===== config.mk =====
export PLATFORM = sky130hd
export DESIGN_NAME = nco_dac_modulator
export DESIGN_NICKNAME = d
export VERILOG_FILES = /design/src/rtl/nco_pkg.sv /design/src/rtl/nco_sdm1.sv /design/src/rtl/nco_dac_modulator.sv
export SDC_FILE = /design/constraint.sdc
export NUM_CORES = 1
export LEC_CHECK = 0
export ABC_CLOCK_PERIOD_IN_PS = 2300
export CELL_PAD_IN_SITES_DETAIL_PLACEMENT = 2
export CELL_PAD_IN_SITES_GLOBAL_PLACEMENT = 2
export CORE_MARGIN = 3
export CORE_UTILIZATION = 36
export CTS_CLUSTER_SIZE = 30
export DETAILED_ROUTE_END_ITERATION = 8
export PLACE_DENSITY = 0.88
export SYNTH_ARGS = -nofsm -noshare
export SYNTH_HDL_FRONTEND = slang
export SYNTH_HIERARCHICAL = 1
export SYNTH_SLANG_ARGS = --single-unit

===== constraint.sdc =====
create_clock -name clk -period 2.3 [get_ports clk]
set_input_delay 0.345 -clock clk [delete_from_list [all_inputs] [get_ports clk]]
set_output_delay 0.345 -clock clk [all_outputs]
set_load 0.02 [all_outputs]

===== src/rtl/nco_pkg.sv =====
// nco_pkg: shared definitions for the NCO DAC modulator.
//   - mode_e          : operating modes (OFF / PWM / SDM)
//   - CODE_*          : raw cfgIn[1:0] mode codes
//   - PWM_LAST        : last counter value of a PWM period (period = 255)
//   - convert_sample  : offset-binary conversion of a signed sample
//   - decode_mode     : maps a raw mode code onto mode_e
package nco_pkg;

    typedef enum logic [1:0] {
        MODE_OFF = 2'd0,
        MODE_PWM = 2'd1,
        MODE_SDM = 2'd2
    } mode_e;

    localparam logic [1:0] CODE_OFF     = 2'd0;
    localparam logic [1:0] CODE_PWM     = 2'd1;
    localparam logic [1:0] CODE_SDM     = 2'd2;
    localparam logic [1:0] CODE_OFF_ALT = 2'd3;

    localparam logic [7:0] PWM_LAST = 8'd254;

    // Flipping the MSB maps two's complement -128..127 onto 0..255.
    function automatic logic [7:0] convert_sample(input logic [7:0] sample,
                                                  input logic       is_signed);
        logic [7:0] result;
        if (is_signed) begin
            result = {~sample[7], sample[6:0]};
        end else begin
            result = sample;
        end
        return result;
    endfunction

    // Code 3 is an alias for off.
    function automatic mode_e decode_mode(input logic [1:0] code);
        mode_e result;
        case (code)
            CODE_OFF:     result = MODE_OFF;
            CODE_PWM:     result = MODE_PWM;
            CODE_SDM:     result = MODE_SDM;
            CODE_OFF_ALT: result = MODE_OFF;
            default:      result = MODE_OFF;
        endcase
        return result;
    endfunction

endpackage


===== src/rtl/nco_sdm1.sv =====
// nco_sdm1: first-order sigma-delta accumulator.
// Ports:
//   clk     in   system clock
//   rst     in   synchronous active-high reset (clears the accumulator)
//   enable  in   clock enable; accumulator holds when low
//   clear   in   forces the accumulator to zero on an enabled cycle
//   duty    in   8-bit unsigned duty value added every enabled cycle
//   bit_out out  carry of acc + duty; the parent registers it as the DAC bit
module nco_sdm1
    import nco_pkg::*;
(
    input  logic       clk,
    input  logic       rst,
    input  logic       enable,
    input  logic       clear,
    input  logic [7:0] duty,
    output logic       bit_out
);

    logic [7:0] acc_r;
    logic [8:0] sum_s;

    assign sum_s   = {1'b0, acc_r} + {1'b0, duty};
    // The carry out of the 8-bit accumulator is the 1-bit density output.
    assign bit_out = sum_s[8];

    // Accumulator register: cleared on reset or request, otherwise keeps the residue.
    always_ff @(posedge clk) begin
        if (rst) begin
            acc_r <= 8'd0;
        end else if (enable) begin
            if (clear) begin
                acc_r <= 8'd0;
            end else begin
                acc_r <= sum_s[7:0];
            end
        end else begin
            acc_r <= acc_r;
        end
    end

endmodule


===== src/rtl/nco_dac_modulator.sv =====
// nco_dac_modulator: converts NCO samples into a 1-bit DAC bitstream using
// either 255-cycle PWM or first-order sigma-delta modulation.
// Ports:
//   clk          in   system clock
//   rst          in   synchronous active-high reset
//   enable       in   clock enable shared with the upstream NCO
//   sampleIn     in   8-bit sample from the NCO
//   cfgIn        in   [1:0] mode (0 off, 1 PWM, 2 SDM, 3 off), [2] signed sample
//   dacOut       out  registered DAC bit
//   sampleTaken  out  registered pulse: the duty register was loaded on the previous edge
module nco_dac_modulator
    import nco_pkg::*;
(
    input  logic       clk,
    input  logic       rst,
    input  logic       enable,
    input  logic [7:0] sampleIn,
    input  logic [2:0] cfgIn,
    output logic       dacOut,
    output logic       sampleTaken
);

    localparam logic [1:0] ST_OFF = MODE_OFF;
    localparam logic [1:0] ST_PWM = MODE_PWM;
    localparam logic [1:0] ST_SDM = MODE_SDM;

    logic [1:0] state_r;
    logic [7:0] cnt_r;
    logic [7:0] duty_r;
    logic       dac_r;
    logic       taken_r;

    logic [1:0] decoded_s;
    logic [7:0] converted_s;
    logic       mode_change_s;
    logic       sdm_clear_s;
    logic       sdm_bit_s;

    assign decoded_s     = decode_mode(cfgIn[1:0]);
    assign converted_s   = convert_sample(sampleIn, cfgIn[2]);
    assign mode_change_s = (decoded_s != state_r);
    // The accumulator only runs while settled in SDM; any entry starts it from zero.
    assign sdm_clear_s   = mode_change_s || (state_r != ST_SDM);

    nco_sdm1 u_sdm (
        .clk     (clk),
        .rst     (rst),
        .enable  (enable),
        .clear   (sdm_clear_s),
        .duty    (duty_r),
        .bit_out (sdm_bit_s)
    );

    // Mode FSM, PWM counter, duty register and registered outputs.
    always_ff @(posedge clk) begin
        if (rst) begin
            state_r <= ST_OFF;
            cnt_r   <= 8'd0;
            duty_r  <= 8'd0;
            dac_r   <= 1'b0;
            taken_r <= 1'b0;
        end else if (!enable) begin
            taken_r <= 1'b0;
        end else if (mode_change_s) begin
            state_r <= decoded_s;
            cnt_r   <= 8'd0;
            duty_r  <= converted_s;
            dac_r   <= 1'b0;
            taken_r <= (decoded_s != ST_OFF);
        end else begin
            case (state_r)
                ST_PWM: begin
                    // High for cnt = 0 .. duty-1; the wrap at PWM_LAST gives 255 cycles.
                    dac_r <= (cnt_r < duty_r);
                    if (cnt_r == PWM_LAST) begin
                        cnt_r   <= 8'd0;
                        duty_r  <= converted_s;
                        taken_r <= 1'b1;
                    end else begin
                        cnt_r   <= cnt_r + 8'd1;
                        taken_r <= 1'b0;
                    end
                end
                ST_SDM: begin
                    dac_r   <= sdm_bit_s;
                    duty_r  <= converted_s;
                    taken_r <= 1'b1;
                end
                ST_OFF: begin
                    dac_r   <= 1'b0;
                    cnt_r   <= 8'd0;
                    taken_r <= 1'b0;
                end
                default: begin
                    state_r <= ST_OFF;
                    cnt_r   <= 8'd0;
                    dac_r   <= 1'b0;
                    taken_r <= 1'b0;
                end
            endcase
        end
    end

    assign dacOut      = dac_r;
    assign sampleTaken = taken_r;

endmodule


# After elaboration in Yosys (flattened, before gate mapping)

Index checks and enable logic that the tools add are counted.

Reductions and logical operators: 11
$lt $le $gt $ge: 1
Multiplexer cells: 16
Bitwise gates (word level): 2
Equality and inequality tests: 11
Add/subtract/negate cells: 2

Operators with widths:

| operator                                                               | number |
|---|---|
| 8-bit two-way mux                                                      | 6 |
| 8-bit one-hot mux with 2 select lines                                  | 2 |
| 8-bit by 8-bit adder with 9-bit output                                 | 1 |
| 8-bit by 1-bit adder with 8-bit output (second input constant)         | 1 |
| 8-bit equality test (second input constant)                            | 1 |
| 8-bit < comparator                                                     | 1 |
| 2-bit equality test (second input constant)                            | 3 |
| 2-bit one-hot mux with 3 select lines                                  | 1 |
| 2-bit by 1-bit equality test with 1-bit output (second input constant) | 2 |
| 2-bit logical NOT                                                      | 2 |
| 2-bit two-way mux                                                      | 2 |
| 2-bit != test (second input constant)                                  | 2 |
| 1-bit one-hot mux with 2 select lines                                  | 2 |
| 2-bit AND reduction                                                    | 2 |
| 2-bit OR reduction                                                     | 2 |
| 1-bit two-way mux                                                      | 3 |
| 3-bit != test (second input constant)                                  | 1 |
| 3-bit AND reduction                                                    | 1 |
| 3-bit nonzero test                                                     | 1 |
| 3-bit OR reduction                                                     | 1 |
| 2-bit by 1-bit != test with 1-bit output (second input constant)       | 1 |
| 2-bit != test                                                          | 1 |
| 1-bit inverter                                                         | 2 |
| 2-bit nonzero test                                                     | 1 |
| 1-bit logical OR                                                       | 1 |

Bits in registers: 28
Output and inout port bits: 2

# Logic depth before layout (Yosys ltp)

Depth in word-level cells: 6
Gate-level depth with buffers: 11
Gate-level depth less buffers: 11

# Hierarchy

The synthesis kept the hierarchy.

By module, submodules not included:

| module            | area an instance (µm²) | seq. area each (µm²) | times used | cells each |
|---|---|---|---|---|
| nco_dac_modulator | 1241.2                 | 400.4                | 1          | 130 |
| nco_sdm1          | 640.6                  | 160.2                | 1          | 75 |

# Worst setup path after synthesis

Ideal clock, no wire load.

Path type: register to register
Start point: register duty_r[0]
End point: register dac_r, in the netlist dacOut
Arrival time: 1932 ps
Setup slack: 294 ps
Library setup time: 75 ps
Clock period less this slack: 2006 ps
Cell stages (with the launch flop): 12
Path through: dfxtp_1 > ha_1 > inv_1 > fa_1 > nor2b_4 > o31a_1 > o21ai_2 > nor2b_1 > o21ai_1 > nor4b_1 > a21oi_1 > o22ai_1

Word-level cells in the longest chain between the ends: 3

Ends and longest elaborated chain:

| element                                | line                    | source |
|---|---|---|
| start, declared                        | nco_dac_modulator.sv:29 | `logic [7:0] duty_r;` |
| start signal, assigned                 | nco_dac_modulator.sv:67 | `duty_r <= converted_s;` |
| start signal, assigned                 | nco_dac_modulator.sv:77 | `duty_r <= converted_s;` |
| start signal, assigned                 | nco_dac_modulator.sv:86 | `duty_r <= converted_s;` |
| 8-bit by 8-bit adder with 9-bit output | nco_sdm1.sv:23          | `assign sum_s = {1'b0, acc_r} + {1'b0, duty};` |
| named net sdm_bit_s                    | nco_dac_modulator.sv:37 | `logic sdm_bit_s;` |
| 1-bit one-hot mux with 2 select lines  | nco_dac_modulator.sv:71 | `case (state_r)` |
| 1-bit two-way mux                      | nco_dac_modulator.sv:64 | `end else if (mode_change_s) begin` |
| end signal, assigned                   | nco_dac_modulator.sv:74 | `dac_r <= (cnt_r < duty_r);` |
| end signal, assigned                   | nco_dac_modulator.sv:85 | `dac_r <= sdm_bit_s;` |
| end, declared                          | nco_dac_modulator.sv:30 | `logic dac_r;` |

The timed path passes the listed nets, and every way through them passes these cells.
A chain may end at the register's enable or synchronous reset.

# Worst setup path in the final report

Start point: register u_sdm.acc_r[0]
End point: register dac_r, in the netlist dacOut

Word-level cells in the longest chain between the ends: 3

Ends and longest elaborated chain:

| element                                | line                    | source |
|---|---|---|
| start, declared                        | nco_sdm1.sv:20          | `logic [7:0] acc_r;` |
| start signal, assigned                 | nco_sdm1.sv:35          | `acc_r <= sum_s[7:0];` |
| start signal, assigned                 | nco_sdm1.sv:38          | `acc_r <= acc_r;` |
| 8-bit by 8-bit adder with 9-bit output | nco_sdm1.sv:23          |  |
| named net sdm_bit_s                    | nco_dac_modulator.sv:37 |  |
| 1-bit one-hot mux with 2 select lines  | nco_dac_modulator.sv:71 |  |
| 1-bit two-way mux                      | nco_dac_modulator.sv:64 |  |

The timed path passes the listed nets, and every way through them passes these cells.

==> flow_metrics.tcl <==
set metrics [dict create \
    yosysSeqAreaShare_pct 29.8 \
    routedLengthMet1_um 2480 \
    htree_levels 1 \
    path_common_cell "nor2b_4" \
    clk_latency_ns 0.28 \
    hp-class "flip-flop to flip-flop" \
    p_per_area_mw_per_mm2 437 \
    ir_drop_mv 0.193 \
    yosys.area.top_type "dfxtp_1" \
    path_delay_family "compound AO/OA/AOI/OAI gates" \
    cp-start-kind "flip-flop" \
    synth_seq_cells 28 \
    clock-sinks 28 \
    cap_violations 0 \
    yosysMostFrequentCell "dfxtp_1" \
    timing.hold.ws_ns 0.505 \
    clkTransAtPathRegs_ns 0.10 \
    drive_above_1_share_pct 17.9 \
    avgSynthCellArea_um2 9.18 \
    grt_pass1_wl_um 9760 \
    p_sw_share_pct 28.5 \
    hold_viol_final 0 \
    syn_nets 242 \
    ys_top_cells_by_area "dfxtp_1 30%, ha_1 15%, nor2_1 5.0%, mux2i_1 4.3%, inv_1 3.8%" \
    die_h_um 78.3 \
    grt_pass1_vias 1871 \
    max_stage_delay_ns 0.39 \
    drt_pass1_iterations 4 \
    pwr-share-seq_pct 50.9 \
    yosys-top-cells-count "28 x dfxtp_1, 25 x nor2_1, 22 x ha_1" \
    cp_slowest_cell "fa_2" \
    p_int_uw 722 \
    fmax_mhz 454 \
    yosysWarnings 6 \
    gp_congestion 0.808 \
    drc_errors 0 \
    io_buffers 15 \
    p_switching_uw 288 \
    drt_iter0_markers 59 \
    top_layer "met4" \
    worstPathMaxFanout 3 \
    num_rows 25 \
    antennaDiodeCount 0 \
    nFillCells 556 \
    fin_crit_ns 2.20 \
    wl_per_cell_um 19.5 \
    overflow 0 \
    syn-cell-area_mm2 0.00188 \
    layout.nets 274 \
    numCtsBuffers 3 \
    end_kind "flip-flop" \
    die_width_um 78.3 \
    relSlewSlack_pct 74.0 \
    worstPathRequired_ns 2.50 \
    hpwl_um 4520 \
    areaGrowthSynthToFinish_pct 22.8 \
    die_area_mm2 0.00613 \
    start_util_pct 38.6 \
    ios 16 \
    avgViaCountPerCell 5.52 \
    syn_inst 205 \
    grt_antenna_before_repair 0 \
    num_vias 1668 \
    seq_area_um2 566 \
    rsz0062_at_grt "yes" \
    p_leak_nw 0.929 \
    status "finished clean" \
    clock_skew_ns 0.0101 \
    clkPwrFrac_pct 27.2 \
    path_class "flip-flop to flip-flop" \
    worst-path-buf-inv 1 \
    netlist.area_leader.share_pct 29.8 \
    multiInputGateArea_mm2 0.00126 \
    worstPathArrival_ns 2.41 \
    cts_tree "done" \
    async_flop_share_pct 0 \
    core_area_mm2 0.00488 \
    period_share_pct 95.9 \
    slew_viol_final 0 \
    grt_usage_pct 20.4 \
    combPwrFrac_pct 21.9 \
    wl_met3_um 129 \
    synth-edff-count 0 \
    synth.distinct_cells 54 \
    detail-route-antenna-nets 0 \
    path_cells "ha_4, inv_2, fa_2, nor2b_4, o31a_1, o21ai_2, nor2b_4, o21ai_1, nor4b_4, a21oi_2, o22ai_1" \
    synth-main-ff-cell "dfxtp_1" \
    worst_pin_slew_ns 0.390 \
    wl_um 5890 \
    clk_path_buf_depth 2 \
    finalSetupViolCount 0 \
    grt_max_degree 15 \
    root_buffer "clkbuf_8" \
    setup-tns-final_ns 0 \
    routed-wl-met2_um 3200 \
]
logic make-up after synthesis:
| kind of cell | after synthesis | synth area share [%] |
|---|---|---|
| AO/OA/AOI/OAI | 42 | 17.4 |
| XOR/XNOR | 10 | 6.65 |
| adder cells (fa/ha/maj) | 23 | 15.7 |
| buffers and inverters | 24 | 5.32 |
| flip-flops | 28 | 29.8 |
| multiplexers | 8 | 4.26 |
| AND/OR/NAND/NOR | 70 | 20.9 |
cell usage in the layout (no fill, tap or decap), types with 6 or more instances in the layout:
cell              n
nand2_1           6
ha_1             21
nand4_1           6
buf_4            15
dfxtp_1          26
nor2_1           25
clkdlybuf4s50_1  15
inv_1            18
nand3_1           8
a21oi_1           9
mux2i_1           8
power by group through the flow:
| stage | registers (mW) | logic, mW | clock network, mW |
|---|---|---|---|
| 6_report | 0.514 | 0.221 | 0.275 |
| 5_1_grt | 0.517 | 0.245 | 0.306 |
| 4_1_cts | 0.515 | 0.221 | 0.284 |
| 3_5_place_dp | 0.526 | 0.218 | 0 |
| 3_3_place_gp | 0.524 | 0.204 | 0 |
| 2_1_floorplan | 0.522 | 0.128 | 0 |
metrics by stage:
step | area, um2 | utilization, % | setup WS (ns) | total power, mW | instances
6_report | 2310 | 47.4 | 0.0951 | 1.01 | 302
5_1_grt | 2310 | 47.4 | -0.0226 | 1.07 | 302
4_1_cts | 2270 | 46.5 | 0.00350 | 1.02 | 300
3_5_place_dp | 2210 | 45.3 | -0.170 | 0.744 | 297
3_3_place_gp | 2210 | 45.3 | 0.0607 | 0.729 | 297
2_1_floorplan | 1880 | - | 0.294 | 0.650 | 205
path summary, 6_finish.rpt:
check | start | to | slack (ns) | cells past startpoint
worst max-delay path | u_sdm/acc_r[0]$_SDFFE_PP0P_ | dacOut$_SDFFE_PP0P_ | 0.1 | 11
worst min register to register | u_sdm/acc_r[0]$_SDFFE_PP0P_ | u_sdm/acc_r[0]$_SDFFE_PP0P_ | 0.50 | 2
worst max register to register | u_sdm/acc_r[0]$_SDFFE_PP0P_ | dacOut$_SDFFE_PP0P_ | 0.1 | 11
worst min-delay path | u_sdm/acc_r[0]$_SDFFE_PP0P_ | u_sdm/acc_r[0]$_SDFFE_PP0P_ | 0.50 | 2
per-layer routing:
| layer | GRT usage (%) | up-vias |
|---|---|---|
| li1 | - | 795 |
| met5 | 0 | - |
| met4 | 6.12 | 0 |
| met3 | 1.95 | 6 |
| met1 | 23.5 | 836 |
| met2 | 39.5 | 31 |
worst min-delay path, stage by stage (launching register included):
cell	delay, ns
dfxtp_2	0.35
nand2_1	0.07
a21oi_1	0.05
layout make-up:
class	count	area share, %
clock buffer	3	1.79
inverter	20	3.25
multi-input combinational	153	54.6
sequential	28	24.5
tap	67	3.63
timing repair buffer	31	12.2
state kept, by name, summed over array words and instances, names as in the netlist:
name	cells
state_r	2
u_sdm/acc_r	8
dacOut	1
cnt_r	8
duty_r	8
sampleTaken	1
timing repair:
item	CTS	global route
setup endpoints to repair	1	1
setup buffers	0	2
resized for setup	3	9
pin swaps	0	6
hold buffers	0	0
Note: power is estimated with default switching activity, not from simulation.
